**src/rtl/debounce_edge_pkg.sv**
```systemverilog
// Shared types and constants for the debounce_edge input-conditioning stage.
package debounce_pkg;

  localparam int unsigned GLITCH_W = 8;

  typedef enum logic [1:0] {
    ST_LOW   = 2'd0,
    CHK_HIGH = 2'd1,
    ST_HIGH  = 2'd2,
    CHK_LOW  = 2'd3
  } state_e;

  // Holds at all-ones instead of wrapping.
  function automatic logic [GLITCH_W-1:0] sat_inc(input logic [GLITCH_W-1:0] v);
    return (v == '1) ? v : v + GLITCH_W'(1);
  endfunction

endpackage

```
**src/rtl/debounce_edge_if.sv**
```systemverilog
// Raw input and conditioned outputs of debounce_edge; slave is the debouncer side.
interface debounce_edge_if;
  import debounce_pkg::*;

  logic                din;
  logic                level;
  logic                rise;
  logic                fall;
  logic [GLITCH_W-1:0] glitches;

  modport master (output din, input level, input rise, input fall, input glitches);
  modport slave  (input din, output level, output rise, output fall, output glitches);
endinterface

```
**src/rtl/debounce_edge_sync_2ff.sv**
```systemverilog
// Two-flop synchronizer with selectable reset level, for any asynchronous single-bit input.
module sync_2ff #(
  parameter logic RESET_LEVEL = 1'b0
) (
  input  logic clk,
  input  logic rst,
  input  logic d,
  output logic q
);

  logic s1_q, s2_q;

  always_ff @(posedge clk) begin
    if (rst) begin
      s1_q <= RESET_LEVEL;
      s2_q <= RESET_LEVEL;
    end else begin
      s1_q <= d;
      s2_q <= s1_q;
    end
  end

  assign q = s2_q;

endmodule

```
**src/rtl/debounce_edge.sv**
```systemverilog
// Synchronizes a bouncy input and commits a new level only after STABLE_CYCLES matching samples.
module debounce_edge
  import debounce_pkg::*;
#(
  parameter int unsigned STABLE_CYCLES = 4,
  parameter logic        RESET_LEVEL   = 1'b0
) (
  input logic            clk,
  input logic            rst,
  debounce_edge_if.slave bus
);

  localparam int unsigned     CntW    = (STABLE_CYCLES > 2) ? $clog2(STABLE_CYCLES) : 1;
  localparam logic [CntW-1:0] CntLast = CntW'(STABLE_CYCLES - 1);
  localparam state_e          StReset = RESET_LEVEL ? ST_HIGH : ST_LOW;

  logic s2;

  sync_2ff #(
    .RESET_LEVEL(RESET_LEVEL)
  ) u_sync (
    .clk(clk),
    .rst(rst),
    .d  (bus.din),
    .q  (s2)
  );

  state_e              state_q, state_d;
  logic [CntW-1:0]     cnt_q, cnt_d;
  logic                level_q, level_d;
  logic                rise_q, rise_d;
  logic                fall_q, fall_d;
  logic [GLITCH_W-1:0] glitch_q, glitch_d;

  always_ff @(posedge clk) begin
    if (rst) begin
      state_q  <= StReset;
      cnt_q    <= '0;
      level_q  <= RESET_LEVEL;
      rise_q   <= 1'b0;
      fall_q   <= 1'b0;
      glitch_q <= '0;
    end else begin
      state_q  <= state_d;
      cnt_q    <= cnt_d;
      level_q  <= level_d;
      rise_q   <= rise_d;
      fall_q   <= fall_d;
      glitch_q <= glitch_d;
    end
  end

  always_comb begin
    state_d  = state_q;
    cnt_d    = cnt_q;
    level_d  = level_q;
    rise_d   = 1'b0;
    fall_d   = 1'b0;
    glitch_d = glitch_q;
    unique case (state_q)
      ST_LOW: begin
        if (s2) begin
          state_d = CHK_HIGH;
          cnt_d   = CntW'(1);
        end
      end
      CHK_HIGH: begin
        if (!s2) begin
          state_d  = ST_LOW;
          cnt_d    = '0;
          glitch_d = sat_inc(glitch_q);
        end else if (cnt_q == CntLast) begin
          state_d = ST_HIGH;
          cnt_d   = '0;
          level_d = 1'b1;
          rise_d  = 1'b1;
        end else begin
          cnt_d = cnt_q + CntW'(1);
        end
      end
      ST_HIGH: begin
        if (!s2) begin
          state_d = CHK_LOW;
          cnt_d   = CntW'(1);
        end
      end
      CHK_LOW: begin
        if (s2) begin
          state_d  = ST_HIGH;
          cnt_d    = '0;
          glitch_d = sat_inc(glitch_q);
        end else if (cnt_q == CntLast) begin
          state_d = ST_LOW;
          cnt_d   = '0;
          level_d = 1'b0;
          fall_d  = 1'b1;
        end else begin
          cnt_d = cnt_q + CntW'(1);
        end
      end
      default: state_d = StReset;
    endcase
  end

  assign bus.level    = level_q;
  assign bus.rise     = rise_q;
  assign bus.fall     = fall_q;
  assign bus.glitches = glitch_q;

endmodule

```
**src/flat_wrapper.sv**
```systemverilog
// flat-port wrapper written by rule: the top's interface ports become plain ports
module debounce_edge_flat import debounce_pkg::*;
#(
  parameter int unsigned STABLE_CYCLES = 4,
  parameter logic        RESET_LEVEL   = 1'b0
)
  (clk, rst, bus_din, bus_level, bus_rise, bus_fall, bus_glitches);
  debounce_edge_if bus_i ();
  input logic clk;
  input logic rst;
  input wire logic [$bits(bus_i.din)-1:0] bus_din;
  output wire logic [$bits(bus_i.level)-1:0] bus_level;
  output wire logic [$bits(bus_i.rise)-1:0] bus_rise;
  output wire logic [$bits(bus_i.fall)-1:0] bus_fall;
  output wire logic [$bits(bus_i.glitches)-1:0] bus_glitches;
  assign bus_i.din = bus_din;
  assign bus_level = bus_i.level;
  assign bus_rise = bus_i.rise;
  assign bus_fall = bus_i.fall;
  assign bus_glitches = bus_i.glitches;
  debounce_edge #(.STABLE_CYCLES(STABLE_CYCLES), .RESET_LEVEL(RESET_LEVEL)) u_core (.clk(clk), .rst(rst), .bus(bus_i));
endmodule
```
**config.mk**
```make
export PLATFORM = sky130hd
export DESIGN_NAME = debounce_edge_flat
export DESIGN_NICKNAME = d
export VERILOG_FILES = /design/src/rtl/debounce_edge_pkg.sv /design/src/rtl/debounce_edge_if.sv /design/src/rtl/debounce_edge_sync_2ff.sv /design/src/rtl/debounce_edge.sv /design/src/flat_wrapper.sv
export SDC_FILE = /design/constraint.sdc
export NUM_CORES = 1
export LEC_CHECK = 0
export CORE_MARGIN = 1
export CORE_UTILIZATION = 40
export DETAILED_ROUTE_END_ITERATION = 16
export GPL_TIMING_DRIVEN = 0
export SKIP_CTS_REPAIR_TIMING = 1
export SLEW_MARGIN = 30
export SYNTH_ARGS = -nofsm -noshare
export SYNTH_HDL_FRONTEND = slang
export SYNTH_SLANG_ARGS = --single-unit
```
**constraint.sdc**
```tcl
create_clock -name clk -period 1.6 [get_ports clk]
set_clock_uncertainty 0.05 [all_clocks]
set_input_delay 0.4 -clock clk [delete_from_list [all_inputs] [get_ports clk]]
set_output_delay 0.4 -clock clk [all_outputs]
set_load 0.05 [all_outputs]
```
==> results of run 1 <==
## layout make-up
| class | instances | area [sq um] | share of cell area (%) |
|---|---|---|---|
| clock buffer | 4 | 26.3 | 2.55 |
| timing repair buffer | 12 | 118 | 11.4 |
| tap | 27 | 33.8 | 3.27 |
| multi-input combinational | 60 | 463 | 44.8 |
| buffer | 5 | 28.8 | 2.79 |
| inverter | 2 | 7.51 | 0.727 |
| sequential | 17 | 355 | 34.4 |
## state kept, by name, summed over array words and instances (netlist names), named ones only
name and flops:
u_core.u_sync.q 1, u_core.state_q 1, u_core.bus.level 1, u_core.bus.rise 1
u_core.u_sync.s1_q 1, u_core.bus.glitches 8, u_core.cnt_q 2, u_core.bus.fall 1
## cell usage after synthesis (all sizes together) (2+ instances only)
master,instances,area (sq um)
dfxtp,17,340
nor2,9,33.8
a31oi,6,37.5
nand2,6,22.5
buf,3,21.3
ha,3,37.5
nand4,3,18.8
o21a,3,22.5
a211oi,2,15.0
a21oi,2,10.0
clkbuf,2,7.51
inv,2,7.51
mux2i,2,20.0
nor2b,2,12.5
nor3,2,10.0
nor4b,2,17.5
xor2,2,36.3
## stage by stage
step | cells | power [uW] | setup TNS, ns
floorplan | 84 | 485 | 0
global placement | 123 | 500 | -0.169
detailed placement | 123 | 501 | -0.163
CTS | 127 | 740 | -3.65
global route | 127 | 764 | 0
finish | 127 | 727 | 0
## routing by layer
layer,part of all wire [%],GRT usage [%]
met4,3.3,8.89
met3,3.1,4.53
met5,0,0
met1,50,19.5
met2,43,22.2
## logic make-up (layout without fill, tap and decap cells)
family / after synthesis / count (layout)
multiplexers: 3 / 3
AND/OR/NAND/NOR: 31 / 31
buffers and inverters: 7 / 23
XOR/XNOR: 3 / 3
flip-flops: 17 / 17
AO/OA/AOI/OAI: 20 / 20
adder cells (fa/ha/maj): 3 / 3
## worst max-delay path by stage
| stage | end | slack (ns) | cells after the start |
|---|---|---|---|
| final | bus_glitches[3] | 0.06 | 1 |
| after global routing | bus_glitches[3] | 0.004 | 1 |
| after CTS | bus_glitches[5] | -0.39 | 1 |
| after detailed placement | bus_glitches[5] | -0.05 | 1 |
| after global placement | bus_glitches[5] | -0.05 | 1 |
| after floorplan | u_core.bus.glitches[1] | 0.09 | 5 |
## power breakdown
group | internal [uW] | switching (uW) | total (uW)
clock network | 96.9 | 139 | 236
registers | 428 | 5.24 | 433
logic | 22.0 | 35.9 | 57.8
total | 547 | 181 | 727
==> results.cfg, run 1 <==
[timing]
min_period_ns = 1.54
worstMarginPinSlew_ns = 0.505
drv_slew = 0
slew_headroom_pct = 66.3
timing.final.crit_share_pct = 96.5
hold_slack_ns = 0.400
setup_violations = 0
grt_setup_unrepaired = no
hold_viol = 0
finalWorstSetupSlack_ns = 0.0554
clock.fmax_ghz = 0.647

[status]
status = completed

[logic_synthesis]
synth.area.mux_share_pct = 3.74
synthXorXnorAreaFrac_pct = 6.28
syn_nets = 90
netlist_area_sq_um = 837
synth-main-ff-cell = dfxtp_1
syn_avg_cell_area_sq_um = 9.96
synth_compound_area_share_pct = 19.1
synth.ff_latch_count = 17
synth_edf_count = 0
synth-simple-area-share_pct = 21.4
synth_cell_type_count = 35
synth_top_family_by_area = simple AND/OR/NAND/NOR gates
yosys_warnings = 0
ys_seq_area_share_pct = 40.7
ys_async_sr_fraction_pct = 0
synthAdderAreaFrac_pct = 4.48
synthCells = 84

[pwr]
power_leakage_uw = 0.000493
vdd_ir_drop_max_mv = 0.380
pwr_density_cell_nw_per_um2 = 705

[final_layout]
area_delta_synth_final_pct = 23.3
fin_area_sq_um = 1030
diodes = 0
fill_cells = 196
nets = 107
final_core_util_pct = 52.6
mostFrequentLayoutCells = 9 x nor2_1, 9 x dfxtp_1, 7 x dlymetal6s2s_1
post_route_cells_drive_above_1_share_pct = 27.0

[critical_path]
crit_buf_inv = 1
slowest_stage = dlymetal6s2s_1
worst_setup_path_start_kind = register
slowest_delay_ns = 0.43
required_ns = 1.15
worst_setup_path_end_kind = output pin
ff2ff_setup_slack_ns = 0.13
critPathMaxFanout = 5
path_class = reg -> out
reg2reg_to = u_core.bus.glitches[1]
reg2reg_depth = 5
path_delay_family = buffers and inverters
cp_data_arrival_time_ns = 1.09
startpoint = u_core.bus.glitches[3]
crit_chain = dlymetal6s2s_1
r2r_start = u_core.bus.glitches[0]

[flow_run]
maxCapViolations = 0

[route]
drt-initial-drc-count = 15
avgViaCountPerCell = 5.30
num_vias = 673
dr.pass1.iters = 4
drt-total-wl_microns = 1560
routedWlPerCell_microns = 12.3
drc = 0
drt.antenna.violating_nets = 0

[clocking]
clkTransAtPathRegs_ns = 0.10
cts_num_sinks = 17
cts_root_buf = clkbuf_4
cts_buffer_depth = 2
htree_levels = 1
insertion_delay_ns = 0.29
numCtsBuffers = 3
cts_tree = done

[global_routing]
grt_pass1_wl_microns = 2330
globalRouteOverflowTotal = 0
grt_max_degree = 11
first_global_vias = 530
grt_antenna_before_repair = 0
groute.usage.overall_pct = 15.1

[die]
die_w_microns = 47.7
rows = 16
start_util_pct = 42.7
io_pins = 14
core-area_sq_um = 1960
die_area_sq_um = 2280
die_h_microns = 47.7

[placed_design]
place_area_sq_um = 1010
portBuffers = 12
gp_congestion = 0.811
dp_hpwl_microns = 1070
dpl_worst_slack_ns = -0.0529

[min_path]
min_from = u_core.u_sync.s1_q
holdPathStages = 1
hold_end = u_core.u_sync.q
hp-class = reg -> reg
(Power assumes the default switching activity.)
==> inputs of run 2 (changes only) <==
--- a/config.mk
+++ b/config.mk
@@ -6,11 +6,11 @@
 export NUM_CORES = 1
 export LEC_CHECK = 0
 export CORE_MARGIN = 1
-export CORE_UTILIZATION = 40
+export CORE_UTILIZATION = 45
 export DETAILED_ROUTE_END_ITERATION = 16
 export GPL_TIMING_DRIVEN = 0
+export PLACE_DENSITY = 0.69
 export SKIP_CTS_REPAIR_TIMING = 1
-export SLEW_MARGIN = 30
 export SYNTH_ARGS = -nofsm -noshare
 export SYNTH_HDL_FRONTEND = slang
 export SYNTH_SLANG_ARGS = --single-unit
==> run 2 against run 1 <==
- power down 0.38%
- design area down 0.12%
- non-clock buffer count unchanged
- first-iteration DRC count down 80%
- register-to-register slack better by 0.03 ns
- cell count down 1.6%
- worst setup slack worse by 0.0064 ns
- count of clock-buffer cells in the layout down 1
- combinational power down 2%
- largest cell class unchanged
==> results.cfg, run 2 (synthesized netlist as in run 1, its figures left out) <==
[status]
status = completed

[clocking]
numCtsBuffers = 3
htree_levels = 1
cts_root_buf = clkbuf_4
cts_buffer_depth = 2
cts_tree = done
insertion_delay_ns = 0.29
clkTransAtPathRegs_ns = 0.10
cts_num_sinks = 17

[critical_path]
slowest_stage = dlymetal6s2s_1
crit_buf_inv = 1
slowest_delay_ns = 0.43
crit_chain = dlymetal6s2s_1
cp_data_arrival_time_ns = 1.10
path_class = reg -> out
worst_setup_path_end_kind = output pin
worst_setup_path_start_kind = register
required_ns = 1.15
path_delay_family = buffers and inverters
critPathMaxFanout = 5

[route]
routedWlPerCell_microns = 11.6
drt.antenna.violating_nets = 0
num_vias = 659
avgViaCountPerCell = 5.27
drt-total-wl_microns = 1460
dr.pass1.iters = 4
drc = 0
drt-initial-drc-count = 3

[timing]
timing.final.crit_share_pct = 96.9
grt_setup_unrepaired = no
hold_slack_ns = 0.393
slew_headroom_pct = 66.5
min_period_ns = 1.55
drv_slew = 0
finalWorstSetupSlack_ns = 0.0490
setup_violations = 0
worstMarginPinSlew_ns = 0.502
clock.fmax_ghz = 0.645
hold_viol = 0
setup_tns_ns = 0

[pwr]
power_leakage_uw = 0.000496
vdd_ir_drop_max_mv = 0.464
pwr_density_cell_nw_per_um2 = 703
total_power_uw = 725

[global_routing]
first_global_vias = 538
grt_max_degree = 11
groute.usage.overall_pct = 16.9
globalRouteOverflowTotal = 0
grt_antenna_before_repair = 0
grt_pass1_wl_microns = 2430

[die]
die_area_sq_um = 2040
rows = 15
core-area_sq_um = 1730
io_pins = 14
die_h_microns = 45.1
start_util_pct = 48.5
die_w_microns = 45.1

[final_layout]
mostFrequentLayoutCells = 9 x nor2_1, 9 x dfxtp_1, 7 x dlymetal6s2s_1
fill_cells = 156
post_route_cells_drive_above_1_share_pct = 28.0
final_core_util_pct = 59.7
regArea_sq_um = 355
multi_input_area_sq_um = 463
largest_register_ffs = 8
diodes = 0
nets = 107
area_delta_synth_final_pct = 23.2

[flow_run]
maxCapViolations = 0

[placed_design]
gp_congestion = 0.706
portBuffers = 12
dpl_worst_slack_ns = -0.0565
dp_hpwl_microns = 1040

[min_path]
hp-class = in -> reg
==> run 2: cell types whose count changed in the layout (fill, tap and decap cells not counted), sizes merged <==
cell and change:
clkinv +1, clkbuf -1
==> run 2: per-layer routing <==
metal	vias to the layer above	share of wire (%)	routed length (microns)	GRT usage (%)
li1	337	-	-	-
met1	308	50	730	22.7
met2	12	45	658	24.3
met3	2	3.5	51	4.80
met4	0	0.96	14	9.09
met5	-	0	0	0
==> run 2: path summary, 6_finish.rpt <==
check,start,to,slack (ns),cells after the start
worst min-delay path,rst,u_core.u_sync.q,0.39,2
worst min register to register,u_core.u_sync.s1_q,u_core.u_sync.q,0.40,1
worst max-delay path,u_core.bus.glitches[3],bus_glitches[3],0.05,1
worst max register to register,u_core.bus.glitches[0],u_core.bus.glitches[1],0.16,5
==> run 2: per-stage QoR <==
stage                     cell area, sq um  cells
final                                 1030    125
after global routing                  1030    125
after CTS                             1030    125
after detailed placement              1010    121
after global placement                1010    121
after floorplan                        855     84
==> run 2: layout make-up <==
cell class / count / area share, %
clock buffer: 3 / 2.18
buffer: 5 / 2.79
inverter: 2 / 0.728
tap: 25 / 3.03
clock inverter: 1 / 0.485
multi-input combinational: 60 / 44.9
sequential: 17 / 34.5
timing repair buffer: 12 / 11.4
==> run 2: worst reg2reg max path, delay by kind of cell, from the launching register on <==
kind | cells | cell delay, ns
compound gates | 1 | 0.31
fa+ha+maj | 1 | 0.24
flops | 1 | 0.37
mux | 1 | 0.21
simple gates | 2 | 0.15
==> run 2: where the power goes <==
group	total, uW	internal (uW)	switching [uW]
registers	433	428	5.05
logic	56.8	22.0	34.8
clock network	235	93.0	142
